--- config.mk ---
export PLATFORM = sky130hd
export DESIGN_NAME = divider_nr_param
export DESIGN_NICKNAME = d
export VERILOG_FILES = /design/src/rtl/divider_nr_param.sv
export SDC_FILE = /design/constraint.sdc
export NUM_CORES = 1
export LEC_CHECK = 0
export ABC_AREA = 0
export CORE_ASPECT_RATIO = 1.1
export CORE_MARGIN = 2
export CORE_UTILIZATION = 55
export CTS_CLUSTER_SIZE = 8
export DETAILED_ROUTE_END_ITERATION = 10
export PLACE_DENSITY = 0.77
export SLEW_MARGIN = 5
export SYNTH_ARGS = -nofsm -noshare
export SYNTH_HDL_FRONTEND = slang
export SYNTH_SLANG_ARGS = --single-unit
--- constraint.sdc ---
create_clock -name clock -period 9.1 [get_ports clock]
set_input_delay 1.365 -clock clock [delete_from_list [all_inputs] [get_ports clock]]
set_output_delay 1.365 -clock clock [all_outputs]
set_load 0.005 [all_outputs]
--- src/rtl/divider_nr_param.sv ---
// Multi-cycle non-restoring integer divider, signed or unsigned per operation.
// Optional build macro DIV_ZERO_FAST_EN: a zero divisor skips the iteration phase.
module divider_nr_param #(
  parameter int WIDTH = 32
) (
  input  logic             clock,
  input  logic             reset,
  input  logic             start,
  input  logic             signed_op,
  input  logic [WIDTH-1:0] dividend,
  input  logic [WIDTH-1:0] divisor,
  output logic [WIDTH-1:0] q,
  output logic [WIDTH-1:0] r,
  output logic             busy,
  output logic             done,
  output logic             dz
);

  localparam int CNT_W = $clog2(WIDTH) + 1;

  // Handshake: start is taken on any rising edge where the FSM is IDLE; busy is
  // high while an operation is in flight; done pulses for one cycle with q/r/dz
  // valid from then on, and it never overlaps busy.
  typedef enum logic [1:0] {
    IDLE = 2'd0,
    RUN  = 2'd1,
    FIX  = 2'd2
  } state_t;

  state_t state, state_next;

  logic [WIDTH:0]   rem;
  logic [WIDTH-1:0] quo;
  logic [WIDTH-1:0] dvs_mag;
  logic [WIDTH-1:0] dvd_raw;
  logic [CNT_W-1:0] cnt;
  logic             sq;
  logic             sr;
  logic             zero_div;

  logic             dvd_neg;
  logic             dvs_neg;
  logic [WIDTH-1:0] dvd_abs;
  logic [WIDTH-1:0] dvs_abs;
  logic [WIDTH:0]   dvs_ext;
  logic [WIDTH:0]   shifted;
  logic [WIDTH:0]   step_rem;
  logic [WIDTH:0]   fix_rem;
  logic [WIDTH-1:0] r_mag;
  logic [WIDTH-1:0] q_fin;
  logic [WIDTH-1:0] r_fin;

  assign dvd_neg = signed_op & dividend[WIDTH-1];
  assign dvs_neg = signed_op & divisor[WIDTH-1];
  assign dvd_abs = dvd_neg ? -dividend : dividend;
  assign dvs_abs = dvs_neg ? -divisor : divisor;

  // The dropped top bit of the shift is harmless: the true result always fits WIDTH+1 bits.
  assign dvs_ext  = {1'b0, dvs_mag};
  assign shifted  = {rem[WIDTH-1:0], quo[WIDTH-1]};
  assign step_rem = rem[WIDTH] ? (shifted + dvs_ext) : (shifted - dvs_ext);
  assign fix_rem  = rem[WIDTH] ? (rem + dvs_ext) : rem;
  assign r_mag    = fix_rem[WIDTH-1:0];

  assign q_fin = zero_div ? '1 : (sq ? -quo : quo);
  assign r_fin = zero_div ? dvd_raw : (sr ? -r_mag : r_mag);

  assign busy = (state != IDLE);

  always_ff @(posedge clock or posedge reset) begin
    if (reset) begin
      state <= IDLE;
    end else begin
      state <= state_next;
    end
  end

  always_comb begin
    state_next = state;
    case (state)
      IDLE: begin
        if (start) begin
`ifdef DIV_ZERO_FAST_EN
          state_next = (divisor == '0) ? FIX : RUN;
`else
          state_next = RUN;
`endif
        end
      end
      RUN: begin
        if (cnt == CNT_W'(WIDTH - 1)) begin
          state_next = FIX;
        end
      end
      FIX:     state_next = IDLE;
      default: state_next = IDLE;
    endcase
  end

  always_ff @(posedge clock or posedge reset) begin
    if (reset) begin
      rem      <= '0;
      quo      <= '0;
      dvs_mag  <= '0;
      dvd_raw  <= '0;
      cnt      <= '0;
      sq       <= 1'b0;
      sr       <= 1'b0;
      zero_div <= 1'b0;
      q        <= '0;
      r        <= '0;
      dz       <= 1'b0;
      done     <= 1'b0;
    end else begin
      done <= 1'b0;
      case (state)
        IDLE: begin
          if (start) begin
            rem      <= '0;
            quo      <= dvd_abs;
            dvs_mag  <= dvs_abs;
            dvd_raw  <= dividend;
            cnt      <= '0;
            sq       <= dvd_neg ^ dvs_neg;
            sr       <= dvd_neg;
            zero_div <= (divisor == '0);
          end
        end
        RUN: begin
          rem <= step_rem;
          quo <= {quo[WIDTH-2:0], ~step_rem[WIDTH]};
          cnt <= cnt + CNT_W'(1);
        end
        FIX: begin
          q    <= q_fin;
          r    <= r_fin;
          dz   <= zero_div;
          done <= 1'b1;
        end
        default: ;
      endcase
    end
  end

endmodule

==> impl_metrics.py, run 1 <==
metrics = {
    "critical_path": {
        "startpoint_type": "register",
        "criticalPathCategory": "register to register",
        "crit_required_ps": 9490,
        "reg2reg_depth": 18,
        "cp-end-kind": "register",
        "arrival_ps": 5860,
        "worstPathMaxFanout": 7,
    },
    "route": {
        "drtIter0Drc": 853,
        "wl_per_cell_um": 17.31,
        "vias_per_cell": 5.914,
        "via_count": 13390,
        "drc": 0,
        "drtAntennaViolNets": 0,
        "wirelength_um": 39180,
        "dr.pass1.iters": 6,
    },
    "yosys": {
        "synth_xor_area_share_pct": 11.75,
        "synth_top_family_by_area": "compound AO/OA/AOI/OAI gates",
        "post_synth_num_cell_types": 77,
        "synth-compound-area-share_pct": 23.49,
        "avgSynthCellArea_sq_um": 8.199,
        "synth_simple_gate_area_share_pct": 18.87,
        "seq_area_frac_synth_pct": 34.58,
        "synthCells": 1818,
        "synthMuxAreaShare_pct": 1.511,
        "synth_area_sq_um": 14910,
        "syn-num-nets": 1957,
        "synth-main-ff-cell": "dfrtp_1",
        "synthAdderAreaFrac_pct": 6.061,
        "async_reset_ff_share_pct": 100.0,
        "yosysWarnings": 0,
        "synth_seq_cells": 206,
        "synth-edff-count": 0,
    },
    "sta": {
        "rsz0062_at_grt": "no",
        "fin_ws_ps": 3632,
        "relSlewSlack_pct": 29.84,
        "skew_ps": 12.69,
        "tns_ps": 0,
        "hold_viol_final": 0,
        "drv_slew": 0,
        "finalCriticalPeriod_ps": 5468,
        "fin_crit_sh_pct": 60.09,
        "timing.fmax_ghz": 0.1829,
        "setup_viol": 0,
        "tightestPinTransition_ps": 1043,
    },
    "pwr": {
        "cellPowerDensity_nw_per_um2": 388.9,
        "combPwrFrac_pct": 62.0,
        "clkPwrFrac_pct": 14.1,
        "leakage_nw": 7.387,
        "ir_drop_uv": 183.2,
        "p_int_mw": 3.545,
        "power_frac_seq_pct": 23.9,
        "switching_share_pct": 46.96,
        "netSwitchingPower_mw": 3.139,
    },
    "placement": {
        "dpl.hpwl_um": 28840,
        "io_buffers": 134,
        "post-place-cells": 2230,
        "routabilityCongestion": 0.9289,
        "dpl_worst_slack_ps": 3673,
    },
    "layout": {
        "antenna_cells": 0,
        "instances_no_fill": 2264,
        "syn2layout_area_growth_pct": 15.30,
        "fillCellCount": 2395,
        "layout-drive-gt1-share_pct": 4.195,
        "final_net_count": 2043,
    },
    "outcome": {
        "status": "completed",
    },
    "floorplan": {
        "die_h_um": 176.7,
        "fp.coreArea_sq_um": 26800,
        "io_pins": 135,
        "rows": 63,
        "die_w_um": 161.0,
        "initial_core_util_pct": 55.62,
        "dieArea_sq_um": 28440,
    },
    "cts": {
        "cts-root-buf": "clkbuf_16",
        "tritoncts.num_buffers": 29,
        "clockBufferDepth": 3,
        "cts_resized": 0,
        "cts_hold_buf": 0,
        "cts_tree": "yes",
        "h-tree-depth": 1,
        "clk_latency_ps": 540,
        "post_cts_buffers": 0,
        "cts_sinks": 206,
        "path_clk_slew_ps": 60,
    },
    "global_routing": {
        "gr-total-overflow": 0,
        "grt_pass1_wl_um": 64480,
        "antenna_found_initial": 0,
        "grt_max_degree": 134,
        "grt_pass1_vias": 12622,
        "track_usage_pct": 27.46,
    },
    "min_path": {
        "holdPathStages": 2,
        "hp-class": "register to register",
    },
    "flow_run": {
        "maxCapViolCount": 0,
    },
}
[per-layer routing]
| layer | share of wire (%) | track usage, % | vias up |
|---|---|---|---|
| li1 | - | - | 6658 |
| met1 | 46 | 37.84 | 6311 |
| met5 | 0 | 0 | - |
| met3 | 4.7 | 2.577 | 54 |
| met2 | 47 | 47.51 | 367 |
| met4 | 1.6 | 5.580 | 0 |
[through the flow]
step	cell area, sq um	utilization (%)	power (mW)	hold WS, ps
finish	17190	64.13	6.685	463.6
global route	17190	64.13	7.277	474.2
CTS	17190	64.13	6.652	467.0
detailed placement	16440	61.33	5.676	454.5
global placement	16440	61.33	5.587	452.7
floorplan	14910	-	4.770	436.8
[layout by cell type, fill, tap and decap left out, types with 31 or more instances in the layout]
cell type,synthesis,routed
a21o_1,35,35
a21oi_1,160,160
a22oi_1,31,31
clkdlybuf4s50_1,0,134
dfrtp_1,206,204
ha_1,69,69
inv_1,46,45
nand2_1,246,245
nand3_1,60,60
nor2_1,134,132
nor3_1,38,38
o21ai_0,199,199
xnor2_1,92,92
xor2_1,108,108
[area by class of cell]
| cell class | instances | area [sq um] | share of cell area (%) |
|---|---|---|---|
| multi-input combinational | 1474 | 9214 | 53.61 |
| clock buffer | 33 | 740.7 | 4.310 |
| inverter | 46 | 180.2 | 1.048 |
| clock inverter | 1 | 8.758 | 0.05096 |
| timing repair buffer | 147 | 1439 | 8.372 |
| sequential | 206 | 5157 | 30.01 |
| tap | 357 | 446.7 | 2.599 |
[flip-flops by register name (all words and copies together), names as in the netlist, 2 cells and up]
signal and flops:
r 32, dvs_mag 32, q 32, state 2, rem 33, quo 32
cnt 6, dvd_raw 32
[synthesized netlist by cell type (all sizes together), types with 5 or more instances]
cell type	instances	area, sq um
nand2	246	923.4
dfrtp	206	5155
o21ai	199	996.0
a21oi	160	800.8
nor2	134	503.0
xor2	108	945.9
xnor2	92	805.8
clkbuf	80	330.3
ha	69	863.3
nand3	60	300.3
inv	46	172.7
nor3	38	190.2
a21o	35	262.8
a22oi	31	232.7
o31ai	29	232.7
nand2b	22	145.1
a31oi	20	125.1
mux2i	18	180.2
or3	16	106.4
and3	15	93.84
and2	14	87.59
o41ai	12	112.6
or4	12	106.4
buf	11	42.54
o21a	11	82.58
nor4	10	62.56
nand4	9	56.30
nor2b	9	56.30
o21bai	8	60.06
a2111oi	7	61.31
a211oi	7	57.55
a31o	7	61.31
a211o	5	43.79
nor3b	5	37.54
o22ai	5	31.28
[power groups by stage]
| stage | Combinational (mW) | Sequential, mW | Clock [mW] |
|---|---|---|---|
| floorplan | 3.32 | 1.45 | 0 |
| global placement | 4.00 | 1.58 | 0 |
| detailed placement | 4.08 | 1.60 | 0 |
| CTS | 4.11 | 1.59 | 0.958 |
| global route | 4.64 | 1.64 | 0.998 |
| finish | 4.14 | 1.60 | 0.946 |
[kinds of logic (layout without fill, tap and decap cells)]
group / after synthesis / in the layout
simple gates: 607 / 607
compound gates: 574 / 574
flops: 206 / 206
xor+xnor: 200 / 200
buf+inv: 138 / 227
fa+ha+maj: 71 / 71
mux: 22 / 22
[path summary, 6_finish.rpt]
| kind | from | to | slack, ps |
|---|---|---|---|
| worst min register to register | dvd_raw[28]$_DFFE_PP0P_ | dvd_raw[28]$_DFFE_PP0P_ | 460 |
| max in group asynchronous | reset | dvs_mag[27]$_DFFE_PP0P_ | 6240 |
| worst max-delay path | dvs_mag[3]$_DFFE_PP0P_ | quo[0]$_DFFE_PP0P_ | 3630 |
| min in group asynchronous | reset | done$_DFF_PP0_ | 1390 |
| worst min-delay path | dvd_raw[28]$_DFFE_PP0P_ | dvd_raw[28]$_DFFE_PP0P_ | 460 |
| worst max register to register | dvs_mag[3]$_DFFE_PP0P_ | quo[0]$_DFFE_PP0P_ | 3630 |
[worst max-delay path, stage by stage, from the launching register on]
cell and delay (ps):
dfrtp_1 440, nor3_1 340, nand2_1 120, nor3_1 240
nor3b_1 460, nor3b_1 660, a21oi_1 190, xor2_1 180
ha_1 410, nand3_1 100, nor2_1 180, nand3_1 120
a2111oi_0 510, o21ai_0 260, a311oi_1 530, a211o_1 210
a21oi_1 80, xnor2_1 190, a22oi_1 110
(Power assumes the default switching activity.)
==> inputs of run 2 (changes only) <==
- CORE_UTILIZATION: 55 -> 54
- PLACE_DENSITY: 0.77 -> 0.79
- clock period: 9.1 -> 4.9 ns (I/O delays scaled with it)
==> run 2 against run 1 <==
- clock power grew 85%
- fmax grew 19%
- flip-flop and latch count is the same
- worst setup slack lost 3300 ps
- critical endpoint is now r[29]$_DFFE_PP0P_
- largest power group unchanged
==> impl_metrics.py, run 2 (same netlist as run 1, synthesis figures left out) <==
metrics = {
    "global_routing": {
        "gr-total-overflow": 0,
        "grt_pass1_wl_um": 64450,
        "grt_pass1_vias": 12762,
        "grt_max_degree": 112,
        "antenna_found_initial": 0,
        "track_usage_pct": 27.41,
    },
    "critical_path": {
        "worstPathMaxFanout": 5,
        "r2r-end": "r[29]$_DFFE_PP0P_",
        "endpoint": "r[29]$_DFFE_PP0P_",
        "startpoint_type": "register",
        "r2r-start": "rem[0]$_DFFE_PP0P_",
        "cp-end-kind": "register",
        "criticalPathCategory": "register to register",
        "arrival_ps": 5020,
        "crit_path_start": "rem[0]$_DFFE_PP0P_",
        "reg2reg_depth": 13,
        "crit_required_ps": 5310,
        "r2r_slack_ps": 290,
    },
    "cts": {
        "cts_sinks": 206,
        "clockBufferDepth": 3,
        "clk_latency_ps": 540,
        "cts-root-buf": "clkbuf_16",
        "tritoncts.num_buffers": 29,
        "h-tree-depth": 1,
        "path_clk_slew_ps": 50,
        "post_cts_buffers": 0,
        "cts_tree": "yes",
    },
    "floorplan": {
        "io_pins": 135,
        "die_h_um": 178.3,
        "initial_core_util_pct": 55.13,
        "die_w_um": 162.4,
        "fp.coreArea_sq_um": 27040,
        "rows": 63,
        "dieArea_sq_um": 28950,
    },
    "outcome": {
        "status": "completed",
    },
    "pwr": {
        "cellPowerDensity_nw_per_um2": 721.5,
        "leakage_nw": 7.453,
        "ir_drop_uv": 309.7,
    },
    "route": {
        "dr.pass1.iters": 5,
        "drtIter0Drc": 956,
        "via_count": 13486,
        "vias_per_cell": 5.931,
        "wl_per_cell_um": 17.51,
        "drc": 0,
        "wirelength_um": 39810,
        "drtAntennaViolNets": 0,
    },
    "sta": {
        "relSlewSlack_pct": 32.77,
        "hold_slack_ps": 456.3,
        "tightestPinTransition_ps": 995.8,
        "drv_slew": 0,
        "setup_viol": 0,
        "timing.fmax_ghz": 0.2169,
        "rsz0062_at_grt": "no",
        "hold_viol_final": 0,
        "skew_ps": 12.24,
        "fin_crit_sh_pct": 94.11,
        "finalCriticalPeriod_ps": 4611,
    },
    "layout": {
        "instances_no_fill": 2274,
        "layout-drive-gt1-share_pct": 5.063,
        "final_net_count": 2054,
        "syn2layout_area_growth_pct": 16.24,
        "layout_commonest_cell": "nand2_1",
        "largest_reg_flops": 33,
        "top_register": "rem",
        "mostFrequentLayoutCells": "nand2_1 (245), dfrtp_1 (204), o21ai_0 (198)",
        "post-route-cell-area_sq_um": 17330,
    },
    "placement": {
        "post-place-cells": 2241,
        "placed_area_sq_um": 16560,
        "dpl.hpwl_um": 29570,
        "io_buffers": 134,
        "routabilityCongestion": 0.9528,
    },
    "flow_run": {
        "maxCapViolCount": 0,
    },
    "min_path": {
        "hp-class": "primary input to asynchronous set/reset pin",
    },
}
run 2: critical path: stages (launching register included):
cell,delay (ps)
dfrtp_1,430
ha_1,270
fa_1,430
a211oi_1,430
o21ai_0,220
a31o_2,290
a221oi_1,480
nand3_1,210
or4_1,590
nor4_1,320
nand3_1,220
o31ai_1,340
xnor2_1,160
o22ai_1,90
run 2: repair_timing:
item / in CTS / in global routing
hold buffers: 0 / 0
cloned: 0 / 0
gates resized for setup: 1 / 4
endpoints found under the setup margin: 2 / 6
run 2: layout make-up:
| type | count | area (sq um) |
|---|---|---|
| inverters | 46 | 176.4 |
| flip-flops and latches | 206 | 5157 |
| multi-input cells | 1474 | 9250 |
| diodes | 1 | 2.502 |
| fillers | 2351 | 9711 |
| well taps | 357 | 446.7 |
| repair buffers | 158 | 1546 |
| clock buffers | 32 | 747.0 |
run 2: report_power, final:
group / switching [mW] / internal, mW
clock network: 0.704 / 1.04
registers: 0.715 / 2.24
logic: 4.43 / 3.36
total: 5.85 / 6.65
run 2: metrics by stage:
stage	power, mW	setup TNS (ps)	worst slack [ps]	utilization (%)
finish	12.50	0	288.9	64.08
global route	13.60	0	17.30	64.08
CTS	12.42	0	42.15	64.02
detailed placement	10.60	-126.5	-79.50	61.25
global placement	10.43	0	118.3	61.25
floorplan	8.911	0	48.30	-
run 2: how the worst min path moves through the flow:
stage                                        from                       to  slack, ps  cells past startpoint
after floorplan           dvd_raw[30]$_DFFE_PP0P_  dvd_raw[30]$_DFFE_PP0P_        440                      2
after detailed placement  dvd_raw[21]$_DFFE_PP0P_  dvd_raw[21]$_DFFE_PP0P_        460                      2
after global routing                        reset       quo[7]$_DFFE_PP0P_        470                      2
after CTS                                   reset       quo[7]$_DFFE_PP0P_        460                      2
after global placement    dvd_raw[30]$_DFFE_PP0P_  dvd_raw[30]$_DFFE_PP0P_        450                      2
final                                       reset       quo[7]$_DFFE_PP0P_        460                      2
run 2: layer usage:
layer  part of all wire, %  vias to the layer above  global-route usage (%)
met5                     0                        -                       0
li1                      -                     6669                       -
met3                   5.4                       60                   2.813
met1                    44                     6338                   35.89
met4                   2.2                        0                   7.522
met2                    48                      419                   48.42
==> variant: new RTL, settings of run 1 <==
Put one more register stage on the output `r`. The value now appears one clock later. The other outputs are not delayed to match. Comments in the files are not updated.
--- a/src/rtl/divider_nr_param.sv
+++ b/src/rtl/divider_nr_param.sv
@@ -26,6 +26,8 @@
     RUN  = 2'd1,
     FIX  = 2'd2
   } state_t;
+
+  logic [WIDTH-1:0] r_s0;
 
   state_t state, state_next;
 
@@ -108,7 +110,7 @@
       sr       <= 1'b0;
       zero_div <= 1'b0;
       q        <= '0;
-      r        <= '0;
+      r_s0     <= '0;
       dz       <= 1'b0;
       done     <= 1'b0;
     end else begin
@@ -133,7 +135,7 @@
         end
         FIX: begin
           q    <= q_fin;
-          r    <= r_fin;
+          r_s0 <= r_fin;
           dz   <= zero_div;
           done <= 1'b1;
         end
@@ -142,5 +144,9 @@
     end
   end
 
+  always_ff @(posedge clock) begin
+    r <= r_s0;
+  end
+
 endmodule
 
Formal check against the unedited RTL: no difference found for any inputs over 10 cycles, from zero or initial values and one cycle with reset high; that may be too few to reach the edited logic, so the function may still have changed.
==> variant against run 1 <==
- first-iteration DRC count is 58% higher
- synthesized area is 5.8% higher
- power is 5.9% higher
- sequential cell count is 32 higher
- maximum frequency is 3.1% higher
- sequential share of layout area is 1.6 points higher
- final area is 6.8% higher
- setup slack better by 0.16 ns
- count of clock-buffer cells in the layout is 24 higher
- cell count is 5.0% higher
- routed wire length is 11% higher
- critical endpoint is now rem[32]
- largest cell class unchanged
==> variant: results (changes against run 1) <==
Power
  – Switching Share: 46.36% (was 46.96%)
  – Clock network power share: 17.1% (was 14.1%)
  – Power Density: 385.9 mW/mm^2 (was 388.9 mW/mm^2)
  – Seq power: 1.72 mW (was 1.60 mW)
  – IR Drop Worst-Case VDD: 0.1712 mV (was 0.1832 mV)

Layout
  – NumNets Final: 2126 (was 2043)
  – Clock network area share: 5.563% (was 4.361%)
  – Logic inverters: 48 (was 46)
  – Final Util: 64.48% (was 64.13%)
  – Layout cells sized above 1: 4.478% (was 4.195%)
  – Buffer share of cell area: 7.881% (was 8.372%)
  – Clkbuf count: 57 (was 33)
  – Register Area: 0.005798 sq mm (was 0.005157 sq mm)
  – Multi-input combinational area share: 51.43% (was 53.61%)

Yosys
  – Post-synth ARST share: 86.55% (was 100.0%)
  – Register area share after synthesis: 36.74% (was 34.58%)
  – Multiplexer share of the synthesized area: 1.420% (was 1.511%)
  – Ranking of synthesized cells by area: dfrtp_1, nand2_1, o21ai_0 (was dfrtp_1, o21ai_0, xor2_1)
  – Compound-Gate Fraction of Synth Area: 23.33% (was 23.49%)
  – Xor and xnor area share after synthesis: 10.11% (was 11.75%)

Timing
  – Worst-margin pin slew: 1.017 ns (was 1.043 ns)
  – Final WS setup: 3.794 ns (was 3.632 ns)

GRT
  – Gr usage total: 29.19% (was 27.46%)
  – Largest net degree at the start of global routing: 87 (was 134)
  – GR Layer Usage met3: 3.449% (was 2.577%)
  – First-pass GRT wire length: 71.01 mm (was 64.48 mm)
  – Met1 Resource Use GR: 39.41% (was 37.84%)

Run status
  – Status: finished clean (unchanged)

Place
  – Final HPWL DP: 31.83 mm (was 28.84 mm)
  – RD Place Congestion: 0.9435 (was 0.9289)
  – # placed instances: 2318 (was 2230)
  – DP Area: 0.01733 sq mm (was 0.01644 sq mm)

Worst setup path
  – CP Max Fanout: 6 (was 7)

Route
  – DRT iter0 DRCs: 1348 (was 853)
  – Wire per inst: 18.30 um (was 17.31 um)

CTS
  – Total CTS buffers: 35 (was 29)
  – Worst-skew pair later-pin latency: 0.52 ns (was 0.54 ns)
[variant: final timing paths]
kind	start	to	depth (start not counted)
worst max-delay path	dvs_mag[3]	rem[32]	19
worst max register to register	dvs_mag[3]	rem[32]	19
min in group asynchronous	reset	r_s0[7]	2
worst min register to register	r_s0[26]	r[26]	0
max in group asynchronous	reset	zero_div	3
worst min-delay path	r_s0[26]	r[26]	0
[variant: cells by family (layout without fill, tap and decap cells)]
group | count (synthesis) | count (layout)
XOR/XNOR | 182 | 182
AND/OR/NAND/NOR | 648 | 648
buffers and inverters | 147 | 256
adder cells (fa/ha/maj) | 71 | 71
flip-flops | 238 | 238
multiplexers | 22 | 22
AO/OA/AOI/OAI | 593 | 593
[variant: metal layers]
metal  wire (um)  up-vias
met5           0        -
met2       20010      480
met4        2080        0
li1            -     6990
met3        2402      105
met1       19030     6823
